--- src/rtl/fifo_wr_frontend.sv ---
// Write-side front end of the async FIFO: 2-entry skid buffer from a valid/ready source onto winc/wdata,
// plus registered fill level / almost-full. Optional macro WR_AF_THROTTLE_EN gates s_ready on almost-full.
module fifo_wr_frontend #(
  parameter int DATA_WIDTH = 8,
  parameter int ADDR_RANGE = 3,
  parameter int AF_THRESH  = 6
) (
  input  logic                  wclk,
  input  logic                  wrst_n,
  input  logic                  s_valid,
  input  logic [DATA_WIDTH-1:0] s_data,
  output logic                  s_ready,
  input  logic                  wfull,
  input  logic [ADDR_RANGE:0]   wptr,
  input  logic [ADDR_RANGE:0]   sync_rptr,
  output logic                  winc,
  output logic [DATA_WIDTH-1:0] wdata,
  output logic [ADDR_RANGE:0]   wlevel,
  output logic                  walmost_full,
  output logic [1:0]            o_dbg_state
);

  typedef enum logic [1:0] {
    ST_EMPTY = 2'd0,
    ST_ONE   = 2'd1,
    ST_TWO   = 2'd2
  } state_t;

  localparam logic [ADDR_RANGE:0] AF_T = AF_THRESH[ADDR_RANGE:0];

  function automatic logic [ADDR_RANGE:0] gray2bin(input logic [ADDR_RANGE:0] g);
    logic [ADDR_RANGE:0] b;
    b[ADDR_RANGE] = g[ADDR_RANGE];
    for (int i = ADDR_RANGE - 1; i >= 0; i--) b[i] = b[i+1] ^ g[i];
    return b;
  endfunction

  state_t                r_state;
  logic [DATA_WIDTH-1:0] r_main;
  logic [DATA_WIDTH-1:0] r_skid;
  logic                  r_s_ready;
  logic [ADDR_RANGE:0]   r_wlevel;
  logic                  r_af;

  logic                  w_accept;
  logic                  w_pop;
  logic [ADDR_RANGE:0]   w_level;
  logic                  w_af;
  logic                  w_room;

  // Source side: a word transfers on any edge where s_valid && s_ready; s_valid may not be
  // withdrawn by the source before that. FIFO side: a word leaves on any edge where winc is high.
  assign w_accept = s_valid && r_s_ready;
  assign w_pop    = (r_state != ST_EMPTY) && !wfull;

  // Modular subtraction absorbs pointer wrap; stale sync_rptr only ever overstates the level.
  assign w_level  = gray2bin(wptr) - gray2bin(sync_rptr);
  assign w_af     = (w_level >= AF_T);

`ifdef WR_AF_THROTTLE_EN
  assign w_room = !w_af;
`else
  assign w_room = 1'b1;
`endif

  always_ff @(posedge wclk or negedge wrst_n) begin
    if (!wrst_n) begin
      r_state   <= ST_EMPTY;
      r_main    <= '0;
      r_skid    <= '0;
      r_s_ready <= 1'b0;
      r_wlevel  <= '0;
      r_af      <= 1'b0;
    end else begin
      r_wlevel  <= w_level;
      r_af      <= w_af;
      r_s_ready <= w_room;
      case (r_state)
        ST_EMPTY: begin
          if (w_accept) begin
            r_state <= ST_ONE;
            r_main  <= s_data;
          end
        end
        ST_ONE: begin
          if (w_accept && w_pop) begin
            r_main <= s_data;
          end else if (w_accept) begin
            r_state   <= ST_TWO;
            r_skid    <= s_data;
            r_s_ready <= 1'b0;
          end else if (w_pop) begin
            r_state <= ST_EMPTY;
          end
        end
        ST_TWO: begin
          // s_ready is low here, so no accept can arrive alongside the pop.
          if (w_pop) begin
            r_state <= ST_ONE;
            r_main  <= r_skid;
          end else begin
            r_s_ready <= 1'b0;
          end
        end
        default: begin
          r_state   <= ST_EMPTY;
          r_s_ready <= 1'b0;
        end
      endcase
    end
  end

  assign s_ready      = r_s_ready;
  assign winc         = w_pop;
  assign wdata        = r_main;
  assign wlevel       = r_wlevel;
  assign walmost_full = r_af;
  assign o_dbg_state  = r_state;

endmodule

--- config.mk ---
export PLATFORM = sky130hd
export DESIGN_NAME = fifo_wr_frontend
export DESIGN_NICKNAME = d
export VERILOG_FILES = /design/src/rtl/fifo_wr_frontend.sv
export SDC_FILE = /design/constraint.sdc
export NUM_CORES = 1
export LEC_CHECK = 0
export CAP_MARGIN = 20
export CORE_UTILIZATION = 49
export DETAILED_ROUTE_END_ITERATION = 6
export PLACE_DENSITY = 0.83
export SKIP_CTS_REPAIR_TIMING = 1
export SLEW_MARGIN = 20
export SYNTH_ARGS = -nofsm -noshare
export SYNTH_HDL_FRONTEND = slang
export SYNTH_SLANG_ARGS = --single-unit
--- constraint.sdc ---
create_clock -name wclk -period 3.63 [get_ports wclk]
set_clock_uncertainty 0.2 [all_clocks]
set_input_delay 0.726 -clock wclk [delete_from_list [all_inputs] [get_ports wclk]]
set_output_delay 0.726 -clock wclk [all_outputs]
set_load 0.01 [all_outputs]
# Word level (Yosys, flattened, before mapping)
# Cells that the tools add are included.
# word_totals
regBits	24
inputBits	20
word_cells	46
# op_classes
n_addsub	1
order_cmp	1
eq_ne	7
mux	14
n_bitwise	7
n_reduce_logical	10
# op_table
cell	count
two-way mux 8 bit	3
case mux 8 bit (3 select lines)	1
two-way mux 2 bit	5
inequality test 2 bit, second input constant	4
AND reduction 4 bit	2
case mux 2 bit (3 select lines)	1
XOR 1 bit	6
greater-or-equal comparator 4 x 3 -> 1 bit, second input constant	1
subtractor 4 bit	1
logical AND 1 bit	3
two-way mux 1 bit	3
inequality test 3 bit, second input constant	1
case mux 1 bit (3 select lines)	1
AND reduction 3 bit	1
nonzero test 3 bit	1
equality test 2 x 1 -> 1 bit, second input constant	1
equality test 2 bit, second input constant	1
logical NOT 2 bit	1
nonzero test 2 bit	1
logical NOT 1 bit	1
NOT 1 bit	1

# Longest topological paths before layout
# Gate-level depths: netlist of run 1.
# depth
depth_word	6
depth_mapped	9

# Least setup slack after synthesis of run 1
# OpenSTA, ideal clock, no wires.
# synth_timing
path_kind	input to register
from	input port wptr[2]
to	register r_af, in the netlist walmost_full
arrival_time_ns	2.243
required_ns	3.302
path_slack_ns	1.058
path_stages	9
path_cell_list	xor2_1 -> xor2_1 -> xnor2_1 -> ha_1 -> inv_1 -> fa_1 -> xor2_1 -> nand2_1 -> o21ai_0
# synth_via
elab_chain_len	5
# synth_rtl
element	line_no	rtl
start, declared	14	input logic [ADDR_RANGE:0] wptr,
XOR 1 bit (*)	34	for (int i = ADDR_RANGE - 1; i >= 0; i--) b[i] = b[i+1] ^ g[i];
XOR 1 bit (2 in series)	34	
subtractor 4 bit (*)	57	assign w_level = gray2bin(wptr) - gray2bin(sync_rptr);
net w_level[2]	47	logic [ADDR_RANGE:0] w_level;
greater-or-equal comparator 4 x 3 -> 1 bit (*)	58	assign w_af = (w_level >= AF_T);
net w_af	48	logic w_af;
end signal, assigned	76	r_af <= w_af;
end, declared	43	logic r_af;
# Mark *: on every way through the listed nets, which the timed path passes. The rest lies on a longest branch.
# A chain may end at the register's enable or synchronous reset.

# Worst setup path in the final report of run 1
# layout_timing
from	input port wptr[3]
to	register r_af, in the netlist walmost_full
# Same word-level chain as after synthesis.

==> impl_results.md, run 1 <==
- Initial Util: 53.0%
- Proportion of layout cells with a drive suffix above 1: 27.2%
- Max_slew headroom: 45.0%
- Vias in the first global route: around 760
- Hold Crit Class: flop to flop
- WL/cell: between 10 and 15 um
- Largest net degree at the start of global routing: 25
- Routed WL: a little over 2000 um
- Global-route wire length before repair: 3420 um
- Crit path required time: about 3.6 ns
- Worst path cell trace: clkdlybuf4s50_1 > xor2_1 > xor2_1 > xnor2_1 > ha_1 > inv_1 > fa_1 > xor2_1 > nand2_1 > o21ai_0
- Drt pass-1 iters: 2
- Final setup violation count: 0
- TNS Setup: 0 ns
- Leakage: 0.699 nW
- Worst setup margin: 0.720 ns
- Fmax: 344 MHz
- Initial antenna violation count: 0
- Status: completed
- Cell Area, Synth: 1210 um2
- Die area: 2660 um2
- Worst-path clk slew: 0.13 ns
- Multi-input gate area: 572 um2
- Commonest non-fill, non-tap cell in the layout: clkdlybuf4s50_1
- Residual DRC count: 0
- RSZ-0062 raised after global routing: no
- Syn Area/Cell: roughly 14 um2
- HP Start: r_skid[7]
- Min Tclk post-route: 2.91 ns
- Final period util: between 80 and 90%
- Most used cell along the critical path: xor2_1
- Clk sink count: 24
- Post-synth cell types: 23
- WP buf/inv: 2
- Net Count, Synth: 110
- Crit-path max FO: 3
- Place WS: roughly 0.36 ns
- Crit Path Class: input port to flop
- WHS: 0.321 ns
- Worst setup path start: wptr[3]
- Setup crit end kind: flop
- Final #Nets: 150
- Most frequent cells in the layout: 36 x clkdlybuf4s50_1, 24 x dfrtp_1, 18 x mux2_2
- Clock buffer depth: 2
- Max incr delay on CP: 0.50 ns
- Warnings, synthesis: 0
- Max cap viols: 0
- Clock latency on the worst-skew pair: ~0.30 ns
- Routed Antenna Nets: 0
- Total GRT Usage: 17.9%
- CTS tree: built
- Met2 GRT Util: 31.6%
- Max VDD drop: between 0.0004 and 0.0005 V
- Reg area: about 600 um2
- Area grow syn2layout: 35.9%
- CP startpoint kind: input port
- GP Congestion: 0.688
- Root buffer cell: clkbuf_4
- #FFs+latches synth: 24
- Cts bufs inserted: 3
- Mapped Cells: 86
- Antenna cells: 0
- H-tree Lvls: 1
- Slowest cell on crit path: clkdlybuf4s50_1
- Detailed placer's ending HPWL: 1570 um
- CP top delay family: XOR/XNOR gates
- Busiest layer in global routing: met2
- Die height: about 52 um
- Arrival time worst endpoint: 2.91 ns
- Vias post-DR: 786
- Routing usage on met1: 21.3%
- FP Rows: 17
- Total grt overflow: 0
- PwrDens: 731 nW/um2
- Die X: 51.6 um
- GRT met3 Usage: 3.51%
- Least-Margin Pin Slew: around 0.82 ns
- Drt first-iter violations: 6
- Core area: 2280 um2
- Post-synthesis sequential area ratio: 49.8%
- Io pins: 37
- Post-DR vias/cell: 5.14
- RR Startpoint: o_dbg_state[1]
- Port bufs: 36
- Fillcell total: about 170
- Hold Violations, Final: 0
- Final Max Slew Viols: 0
worst paths after layout:
path                                end  slack, ns  cells past startpoint
setup / recovery           walmost_full       0.72                     10
hold / removal                r_skid[7]       0.32                      1
setup reg to reg               wdata[0]       1.43                      3
hold reg to reg               r_skid[7]       0.32                      1
max in group asynchronous     r_skid[1]       2.44                      2
min in group asynchronous      wdata[5]       0.55                      2
flip-flops by register name (all words and copies together), names as in the netlist:
| register | count |
|---|---|
| o_dbg_state | 2 |
| r_skid | 8 |
| s_ready | 1 |
| walmost_full | 1 |
| wdata | 8 |
| wlevel | 4 |
synthesized netlist by cell type:
cell | instances | share of area [%]
dfrtp_1 | 24 | 50
mux2_2 | 18 | 17
mux2_4 | 8 | 10
xor2_1 | 5 | 3.6
ha_1 | 3 | 3.1
inv_1 | 3 | 0.93
nor2_1 | 3 | 0.93
xnor2_1 | 3 | 2.2
a21oi_1 | 2 | 0.83
buf_6 | 2 | 1.9
nand2_1 | 2 | 0.62
o21ai_0 | 2 | 0.83
a21o_2 | 1 | 0.73
a41o_1 | 1 | 0.83
and3_1 | 1 | 0.52
fa_1 | 1 | 1.7
nand2_2 | 1 | 0.52
nand3b_1 | 1 | 0.62
nor2b_1 | 1 | 0.52
nor3_4 | 1 | 1.3
nor3b_1 | 1 | 0.62
o21a_1 | 1 | 0.62
o22ai_1 | 1 | 0.52
cell families (layout without fill, tap and decap cells):
logic type / after synthesis / after routing / share of synthesized area, %
XOR/XNOR: 8 / 8 / 5.81
adder cells (fa/ha/maj): 4 / 4 / 4.77
flip-flops: 24 / 24 / 49.8
AND/OR/NAND/NOR: 11 / 11 / 5.71
buffers and inverters: 5 / 44 / 2.80
AO/OA/AOI/OAI: 8 / 8 / 4.36
multiplexers: 26 / 26 / 26.8
where the power goes:
part           switching [mW]  leakage [nW]  internal (mW)  total [mW]
Combinational           0.200         0.390          0.346       0.546
Clock                  0.0784        0.0279          0.111       0.190
Sequential             0.0698         0.281          0.393       0.463
worst reg2reg max path, cell delays in order (launching register included):
cell and delay (ns):
dfrtp_1 0.51, nor2b_1 0.71, mux2_2 0.42, mux2_4 0.26
stage by stage:
stage	utilization (%)	std cells	power, mW	area, um2
CTS	72.0	153	1.21	1640
detailed placement	69.7	149	1.02	1590
global placement	69.7	149	1.00	1590
global route	72.0	153	1.27	1640
finish	72.0	153	1.20	1640
floorplan	-	86	0.780	1210
layer usage:
layer / routed length [um] / vias to the layer above
li1: - / 380
met1: 924 / 383
met2: 1040 / 21
met3: 79 / 2
met4: 17 / 0
met5: 0 / -
layout make-up:
class                   instances  share of cell area (%)
clock buffers                   3                    1.37
clock inverters                 1                    1.83
inverters                       3                   0.687
multi-input cells              57                    34.9
flip-flops and latches         24                    36.6
well taps                      28                    2.14
repair buffers                 37                    22.4
No activity file was read; power rests on OpenSTA's default activity.
==> run 2, diff against run 1 <==
--- a/config.mk
+++ b/config.mk
@@ -6,9 +6,9 @@
 export NUM_CORES = 1
 export LEC_CHECK = 0
 export CAP_MARGIN = 20
-export CORE_UTILIZATION = 49
+export CORE_UTILIZATION = 41
 export DETAILED_ROUTE_END_ITERATION = 6
-export PLACE_DENSITY = 0.83
+export PLACE_DENSITY = 0.74
 export SKIP_CTS_REPAIR_TIMING = 1
 export SLEW_MARGIN = 20
 export SYNTH_ARGS = -nofsm -noshare
==> constraint.sdc (replaced) <==
create_clock -name wclk -period 2.4 [get_ports wclk]
set_clock_uncertainty 0.2 [all_clocks]
set_input_delay 0.48 -clock wclk [delete_from_list [all_inputs] [get_ports wclk]]
set_output_delay 0.48 -clock wclk [all_outputs]
set_load 0.01 [all_outputs]
==> run 2 against run 1 <==
Setup slack got worse by 0.62 ns. Highest routed layer unchanged. Critical path depth fell by 7. Critical path type is now input port to output port. Worst hold slack got worse by 0.022 ns. Total power rose by 50%. First-iteration DRC count fell by 33%. Design area rose by 7.0%.
==> impl_results.md, run 2 (synthesized netlist as in run 1, its figures left out) <==
- Switching pwr: 548 uW
- Min Tclk post-route: 2.30 ns
- Hold Crit Class: input port to async pin
- Max incr delay on CP: 0.53 ns
- Residual DRC count: 0
- Final Max Slew Viols: 0
- Crit path required time: about 1.7 ns
- Fin area: 1750 um2
- Initial Util: ~43%
- Place WS: -0.450 ns
- Proportion of layout cells with a drive suffix above 1: 37.5%
- Largest net degree at the start of global routing: 25
- WHS: 0.298 ns
- Io pins: 37
- FP Rows: 19
- Commonest non-fill, non-tap cell in the layout: clkdlybuf4s50_1
- Die height: 56.2 um
- CTS tree: built
- Antenna cells: 0
- Hold Violations, Final: 0
- RSZ-0062 raised after global routing: no
- Die X: 56.2 um
- Arrival time worst endpoint: between 1.5 and 2 ns
- Least-Margin Pin Slew: 0.538 ns
- Max cap viols: 0
- WP buf/inv: 2
- P_int: roughly 1.2 mW
- Setup crit end kind: output port
- Area grow syn2layout: 45.4%
- Crit Path Class: input port to output port
- Clock buffer depth: 2
- Detailed placer's ending HPWL: between 1500 and 2000 um
- Clk sink count: 24
- WL/cell: 14.0 um
- Crit-path max FO: 4
- Die area: between 3000 and 4000 um2
- Combinational power share: about half
- Drt first-iter violations: 4
- Area after DPL: 1670 um2
- Most used cell along the critical path: clkdlybuf4s50_1
- Routed WL: approximately 2300 um
- TNS Setup: 0 ns
- Most frequent cells in the layout: 32 x clkdlybuf4s50_1, 24 x dfrtp_1, 18 x mux2_2
- Vias in the first global route: 893
- Fmax: 435 MHz
- Port bufs: 36
- Final period util: 95.8%
- Root buffer cell: clkbuf_4
- Total grt overflow: 0
- Worst setup margin: 0.102 ns
- Slowest cell on crit path: clkdlybuf4s50_1
- Total GRT Usage: between 10% and 20%
- Crit path depth: 3
- Worst path cell trace: clkdlybuf4s50_1 > nor2_1 > clkdlybuf4s50_1
- Initial antenna violation count: 0
- GP Congestion: ~0.74
- PwrDens: 1020 nW/um2
- Final setup violation count: 0
- Worst Reg-to-Reg Cells: 3
- CP startpoint kind: input port
- DP Cell Count: 162
- Post-DR vias/cell: 5.01
- H-tree Lvls: 1
- Leakage: about 0.8 nW
- Non-filler cells, final: between 150 and 200
- Core area: 2780 um2
- Switching part of the total power: just over 30%
- Final #Nets: 161
- Global-route wire length before repair: between 3000 and 4000 um
- Max VDD drop: 0.000702 V
- Power share of the clock group: 12.0%
- Max_slew headroom: roughly 64%
- CP top delay family: buffers and inverters
- Cts bufs inserted: 3
- Vias post-DR: about 840
- Drt pass-1 iters: 4
- Status: completed
- Register share of total power: around two fifths
- Clock latency on the worst-skew pair: 0.32 ns
- Worst-path clk slew: 0.13 ns
- Routed Antenna Nets: 0
## run 2: changes by cell type in the layout (fill, tap and decap cells not counted), sizes merged
cell	previous run	this run
buf	1	12
bufinv	1	0
clkbuf	3	4
clkdlybuf4s50	36	32
dlymetal6s2s	0	4
## run 2: path summary, 6_finish.rpt
| check | slack, ns | to | start |
|---|---|---|---|
| min reg2reg | 0.32 | r_skid[0] | r_skid[0] |
| min in group wclk | 0.32 | r_skid[0] | r_skid[0] |
| max in group asynchronous | 1.46 | wdata[3] | wrst_n |
| min | 0.30 | s_ready | wrst_n |
| max reg2reg | 0.55 | wdata[0] | o_dbg_state[1] |
| max | 0.10 | winc | wfull |
## run 2: layout make-up
type	count	area [um2]
Tap cell	31	38.8
Multi-Input combinational cell	57	607
Inverter	3	11.3
Fill cell	241	1030
Timing Repair Buffer	48	460
Clock buffer	4	36.3
Sequential cell	24	601
## run 2: per-stage QoR
stage	util, %	total power [mW]
2_1_floorplan	-	1.18
3_3_place_gp	59.9	1.54
3_5_place_dp	59.9	1.58
4_1_cts	61.2	1.79
5_1_grt	63.1	1.91
6_report	63.1	1.79
## run 2: layer usage
layer / global-route usage [%] / up-vias / routed length [um]
li1: - / 400 / -
met1: 20.3 / 404 / 1030
met2: 27.0 / 28 / 1140
met3: 4.65 / 4 / 113
met4: 7.32 / 0 / 45
met5: 0 / - / 0
## run 2: power by group through the flow
stage	clock (mW)	sequential (mW)	combinational, mW
after floorplan	0	0.757	0.423
after CTS	0.222	0.707	0.865
after detailed placement	0	0.717	0.861
final	0.216	0.707	0.871
after global routing	0.244	0.734	0.930
after global placement	0	0.701	0.841
